===== src/rtl/pipe_stage_reg.sv =====
// pipe_stage_reg: generic handshaked pipeline stage register for the 5-stage core.
// Carries a control bundle and a data bundle under valid/ready with stall,
// synchronous flush (bubble insertion) and an asynchronous active-low reset.
// Build option: define PIPE_STAGE_SKID_EN for the two-entry skid build with
// a registered in_ready. Leave it undefined for the single-register build.
module pipe_stage_reg #(
   parameter int DATA_W = 32,
   parameter int CTRL_W = 8
) (
   input  logic              clk,
   input  logic              reset,
   input  logic              flush,
   input  logic              in_valid,
   output logic              in_ready,
   input  logic [CTRL_W-1:0] in_ctrl,
   input  logic [DATA_W-1:0] in_data,
   output logic              out_valid,
   input  logic              out_ready,
   output logic [CTRL_W-1:0] out_ctrl,
   output logic [DATA_W-1:0] out_data,
   output logic [1:0]        occupancy
);

   // Main register: always the beat presented downstream.
   logic [CTRL_W-1:0] main_ctrl_reg;
   logic [DATA_W-1:0] main_data_reg;

   logic accept;
   logic fire;

   assign fire     = out_valid & out_ready;
   assign out_data = main_data_reg;

   // A bubble must look like a NOP, so control bits are gated by valid.
   // Data is left ungated and simply holds its last value.
   genvar gi;
   generate
      for (gi = 0; gi < CTRL_W; gi++) begin : g_ctrl_gate
         assign out_ctrl[gi] = main_ctrl_reg[gi] & out_valid;
      end
   endgenerate

`ifdef PIPE_STAGE_SKID_EN

   typedef enum logic [1:0] {
      ST_EMPTY = 2'd0,
      ST_ONE   = 2'd1,
      ST_TWO   = 2'd2
   } state_t;

   state_t            state_reg;
   logic              in_ready_reg;
   logic [CTRL_W-1:0] skid_ctrl_reg;
   logic [DATA_W-1:0] skid_data_reg;

   assign in_ready  = in_ready_reg;
   assign accept    = in_valid & in_ready_reg;
   assign out_valid = (state_reg != ST_EMPTY);
   assign occupancy = state_reg;

   // Skid FSM. in_ready is set alongside each state change to equal
   // (next state != TWO), so it never depends on out_ready in the same cycle.
   always_ff @(posedge clk or negedge reset) begin
      if (!reset) begin
         state_reg     <= ST_EMPTY;
         in_ready_reg  <= 1'b1;
         main_ctrl_reg <= '0;
         main_data_reg <= '0;
         skid_ctrl_reg <= '0;
         skid_data_reg <= '0;
      end else if (flush) begin
         state_reg    <= ST_EMPTY;
         in_ready_reg <= 1'b1;
      end else begin
         case (state_reg)
            ST_EMPTY: begin
               if (accept) begin
                  main_ctrl_reg <= in_ctrl;
                  main_data_reg <= in_data;
                  state_reg     <= ST_ONE;
               end
            end
            ST_ONE: begin
               if (accept && fire) begin
                  main_ctrl_reg <= in_ctrl;
                  main_data_reg <= in_data;
               end else if (accept) begin
                  skid_ctrl_reg <= in_ctrl;
                  skid_data_reg <= in_data;
                  state_reg     <= ST_TWO;
                  in_ready_reg  <= 1'b0;
               end else if (fire) begin
                  state_reg <= ST_EMPTY;
               end
            end
            ST_TWO: begin
               if (fire) begin
                  main_ctrl_reg <= skid_ctrl_reg;
                  main_data_reg <= skid_data_reg;
                  state_reg     <= ST_ONE;
                  in_ready_reg  <= 1'b1;
               end
            end
            default: begin
               state_reg    <= ST_EMPTY;
               in_ready_reg <= 1'b1;
            end
         endcase
      end
   end

`else

   logic valid_reg;

   assign out_valid = valid_reg;
   assign in_ready  = out_ready | ~valid_reg;
   assign accept    = in_valid & in_ready;
   assign occupancy = {1'b0, valid_reg};

   // Single register: load on accept, empty on a fire with nothing behind it.
   always_ff @(posedge clk or negedge reset) begin
      if (!reset) begin
         valid_reg     <= 1'b0;
         main_ctrl_reg <= '0;
         main_data_reg <= '0;
      end else if (flush) begin
         valid_reg <= 1'b0;
      end else if (accept) begin
         main_ctrl_reg <= in_ctrl;
         main_data_reg <= in_data;
         valid_reg     <= 1'b1;
      end else if (fire) begin
         valid_reg <= 1'b0;
      end
   end

`endif

endmodule


===== config.mk =====
export PLATFORM = sky130hd
export DESIGN_NAME = pipe_stage_reg
export DESIGN_NICKNAME = d
export VERILOG_FILES = /design/src/rtl/pipe_stage_reg.sv
export SDC_FILE = /design/constraint.sdc
export NUM_CORES = 1
export LEC_CHECK = 0
export ABC_CLOCK_PERIOD_IN_PS = 2210
export CAP_MARGIN = 15
export CELL_PAD_IN_SITES_DETAIL_PLACEMENT = 1
export CELL_PAD_IN_SITES_GLOBAL_PLACEMENT = 2
export CORE_MARGIN = 5
export CORE_UTILIZATION = 25
export CTS_BUF_LIST = sky130_fd_sc_hd__clkbuf_2
export CTS_CLUSTER_DIAMETER = 120
export DETAILED_ROUTE_END_ITERATION = 10
export PLACE_DENSITY = 0.86
export SLEW_MARGIN = 30
export SYNTH_ARGS = -nofsm -noshare
export SYNTH_HDL_FRONTEND = slang
export SYNTH_SLANG_ARGS = --single-unit

===== constraint.sdc =====
create_clock -name clk -period 2.21 [get_ports clk]
set_clock_uncertainty 0.15 [all_clocks]
set_input_delay 0.221 -clock clk [delete_from_list [all_inputs] [get_ports clk]]
set_output_delay 0.221 -clock clk [all_outputs]
set_load 0.01 [all_outputs]

-- Yosys cells after proc, flatten, opt, wreduce, memory -nomap -nowiden
Index checks and enable logic that the tools add are counted.
- bits in registers: 41
- output and inout port bits: 44
- logic and storage cells: 21
- mux-type cells: 3
- bitwise operators: 13
- reduce and logical (&&, ||, !) cells: 2
- operators with widths (operator ; number):
    $and A1 B1 Y1 ; 10
    $mux W1 ; 3
    $reduce_bool A3 Y1 ; 1
    $not A1 Y1 ; 2
    $reduce_and A2 Y1 ; 1
    $or A1 B1 Y1 ; 1

-- Depth between registers and ports, before layout
- depth after elaboration: 5
- mapped depth: 4
- gate-level depth less buffers: 3

-- Worst setup path after synthesis
Ideal clock, no wire load.
- path type: reg-to-reg
- start point: register valid_reg, in the netlist out_valid
- end point: register main_data_reg[21], in the netlist out_data[21]
- arrival: 1.393 ns
- data required time: 1.935 ns
- path slack: 0.542 ns
- cell stages (with the launch flop): 5
- buffers on the path: 1
- period minus slack after synthesis: 1.668 ns
- path through: dfrtp_1 > nor2b_4 > nor3b_4 > buf_6 > mux2_2
- cells in the longest elaborated chain, start to end: 4
- ends and longest elaborated chain (element ; RTL line ; source):
    from (decl) ; 114 ; logic valid_reg;
    from (signal assigned) ; 124 ; valid_reg <= 1'b0;
    from (signal assigned) ; 128 ; valid_reg <= 1'b0;
    from (signal assigned) ; 132 ; valid_reg <= 1'b1;
    $not A1 Y1 ; 117 ; assign in_ready = out_ready | ~valid_reg;
    $or A1 B1 Y1 ; 117 ;
    $and A1 B1 Y1 ; 118 ; assign accept = in_valid & in_ready;
    $reduce_and A2 Y1 (no source line) ; -- ;
    to (signal assigned) ; 131 ; main_data_reg <= in_data;
    to (decl) ; 26 ; logic [DATA_W-1:0] main_data_reg;
Every way passes these cells.
A chain may end at the register's enable or synchronous reset.

-- Worst setup path after layout
- start point: register valid_reg, in the netlist out_valid
- end point: output port in_ready
- cells in the longest elaborated chain, start to end: 2
- ends and longest elaborated chain (element ; RTL line ; source):
    $not A1 Y1 ; 117 ;
    $or A1 B1 Y1 ; 117 ;
    to (decl) ; 14 ; output logic in_ready,
Every way passes these cells.

==> out/results.ini <==
[outcome]
outcome = finished, final reports clean

[grt]
grt_pass1_vias = 1327
grt_overflow = 0
grt_max_degree = 42
track_usage_pct = 10.2
antenna_found_initial = 0
grt_pass1_wl_um = 6710

[route]
drc = 0
vias = 1163
wl_per_cell_um = 15.1
drt_wl_total_um = 4060
first_iter_violations = 8
via_per_inst = 4.32
ant_nets = 0
dr.pass1.iters = 4

[timing]
finalSetupViolations = 0
fin_crit_sh_pct = 89.8
finalMaxSlewViolations = 0
max_freq_mhz = 504
worst_pin_slew_ns = 0.536
hold_viol_final = 0
rsz0062_at_grt = false
tns_ns = 0
layout_min_cycle_time_ns = 1.99
relSlewSlack_pct = 64.2

[cells_and_area]
final_nets = 237
area_delta_synth_final_pct = 59.6
largest_reg_flops = 32
diodes = 0
fin_util_pct = 41.1
layout-drive-gt1-share_pct = 25.5

[placed_design]
dp_hpwl_um = 3020
globalplace.congestion = 0.668
port_buffers = 87

[floorplanning]
die_h_um = 90.8
fp.coreArea_um2 = 6350
num_rows = 29
io_pins = 89
dieArea_um2 = 8250
fp.dieW_um = 90.8
start_util_pct = 25.7

[synthesis]
synth_area_leader_cell = dfrtp_1
synth_cell_type_count = 11
synth_cells = 101
synth-seq-cells = 41
synth_area_um2 = 1630
netlist_top_cells_area = dfrtp_1, mux2_2, and2_1
syn-num-nets = 146
synth_top_area_share_pct = 62.8
yosys_warnings = 0
avgSynthCellArea_um2 = 16.2
ys_seq_area_share_pct = 62.8

[job]
maxCapViolations = 0

[setup_path]
r2r_slack_ns = 0.42
start_kind = flop
r2r-end = out_data[24]
r2r_cells = 4
cp_slowest_cell = clkdlybuf4s50_1
path_class = reg2out
end_kind = primary output
reg2reg_from = out_valid
cp_cell_sequence = nor2b_4, inv_1, clkdlybuf4s50_1
arrival_ns = 1.61
cpPeakStageDelay_ns = 0.52
required_ns = 1.84
worst-path-max-fanout = 11

[clock_network]
clk_latency_ns = 0.37
cts_setup_buffers = 0
clock_sinks = 41
cts_buffers = 5
clockRootBuffer = clkbuf_2
clk_pin_slew_ns = 0.20
cts_max_level = 2
cts_tree = done
clockBufferDepth = 2

[pwr]
p_leak_nw = 1.06
finalPower_w = 0.00180
peakVddDrop_uv = 264
p_per_area_nw_per_um2 = 689

[worst_hold_path]
hold_class = in2async

## final cells by class
| class | count | area, um^2 |
|---|---|---|
| clock buffers | 6 | 30.0 |
| clock inverters | 1 | 3.75 |
| fillers | 677 | 3740 |
| inverters | 1 | 3.75 |
| multi-input cells | 53 | 544 |
| flip-flops and latches | 41 | 1030 |
| well taps | 77 | 96.3 |
| repair buffers | 90 | 903 |
## synthesized netlist by cell type
master,n
dfrtp_1,41
mux2_2,37
and2_1,8
buf_6,4
mux2_1,3
buf_4,2
nor2_1,2
conb_1,1
inv_1,1
nor2b_4,1
nor3b_4,1
## stage by stage
step / std cells / cell area, um^2 / hold WS [ns] / worst slack, ns
floorplan: 101 / 1630 / -0.225 / 0.542
global placement: 261 / 2560 / 0.182 / 0.300
detailed placement: 261 / 2560 / 0.187 / 0.267
CTS: 269 / 2610 / 0.245 / 0.0656
global route: 269 / 2610 / 0.231 / 0.107
finish: 269 / 2610 / 0.255 / 0.224
## worst max path at each step
stage,from,end,slack [ns],cells past startpoint
4_1_cts,out_valid,in_ready,0.07,3
5_1_grt,out_valid,in_ready,0.11,3
2_1_floorplan,out_valid,out_data[21],0.54,4
3_5_place_dp,out_ready,out_data[24],0.27,5
6_report,out_valid,in_ready,0.22,3
3_3_place_gp,out_ready,out_data[21],0.30,5
## critical path: cells and delay by family, from the launching register on
family | cells | cell delay [ns]
buf+inv | 2 | 0.57
flops | 1 | 0.51
simple gates | 1 | 0.16
## report_power, final
part / internal [W] / switching [W] / leakage [nW]
Clock: 0.0000740 / 0.000232 / 0.0265
Sequential: 0.000875 / 0.0000622 / 0.482
Combinational: 0.000371 / 0.000184 / 0.547
## routing by layer
| layer | GRT usage, % | wire [um] | vias up |
|---|---|---|---|
| li1 | - | - | 518 |
| met3 | 3.17 | 250 | 5 |
| met5 | 0 | 0 | - |
| met1 | 10.7 | 1560 | 602 |
| met2 | 18.6 | 2170 | 38 |
| met4 | 4.03 | 73 | 0 |
## cells by family after synthesis
kind of cell	count (synthesis)	share of synthesized area, %
AND/OR/NAND/NOR	12	5.51
flip-flops	41	62.8
buffers and inverters	7	3.90
multiplexers	40	27.6
other	1	0.229
## timing repair
action,in CTS,in global routing
hold buffers,1,0
resized for setup,0,1
hold endpoints to repair,41,0
setup endpoints to repair,0,1
## placed cells by master (no fill, tap or decap)
master / count
and2_1: 8
buf_12: 1
buf_2: 1
buf_4: 1
clkbuf_2: 6
clkdlybuf4s50_1: 86
clkinv_1: 1
conb_1: 1
dfrtp_1: 40
dfrtp_2: 1
dlygate4sd3_1: 1
inv_1: 1
mux2_1: 3
mux2_2: 37
nor2_1: 2
nor2b_4: 1
nor3b_4: 1
(Power assumes the default switching activity.)
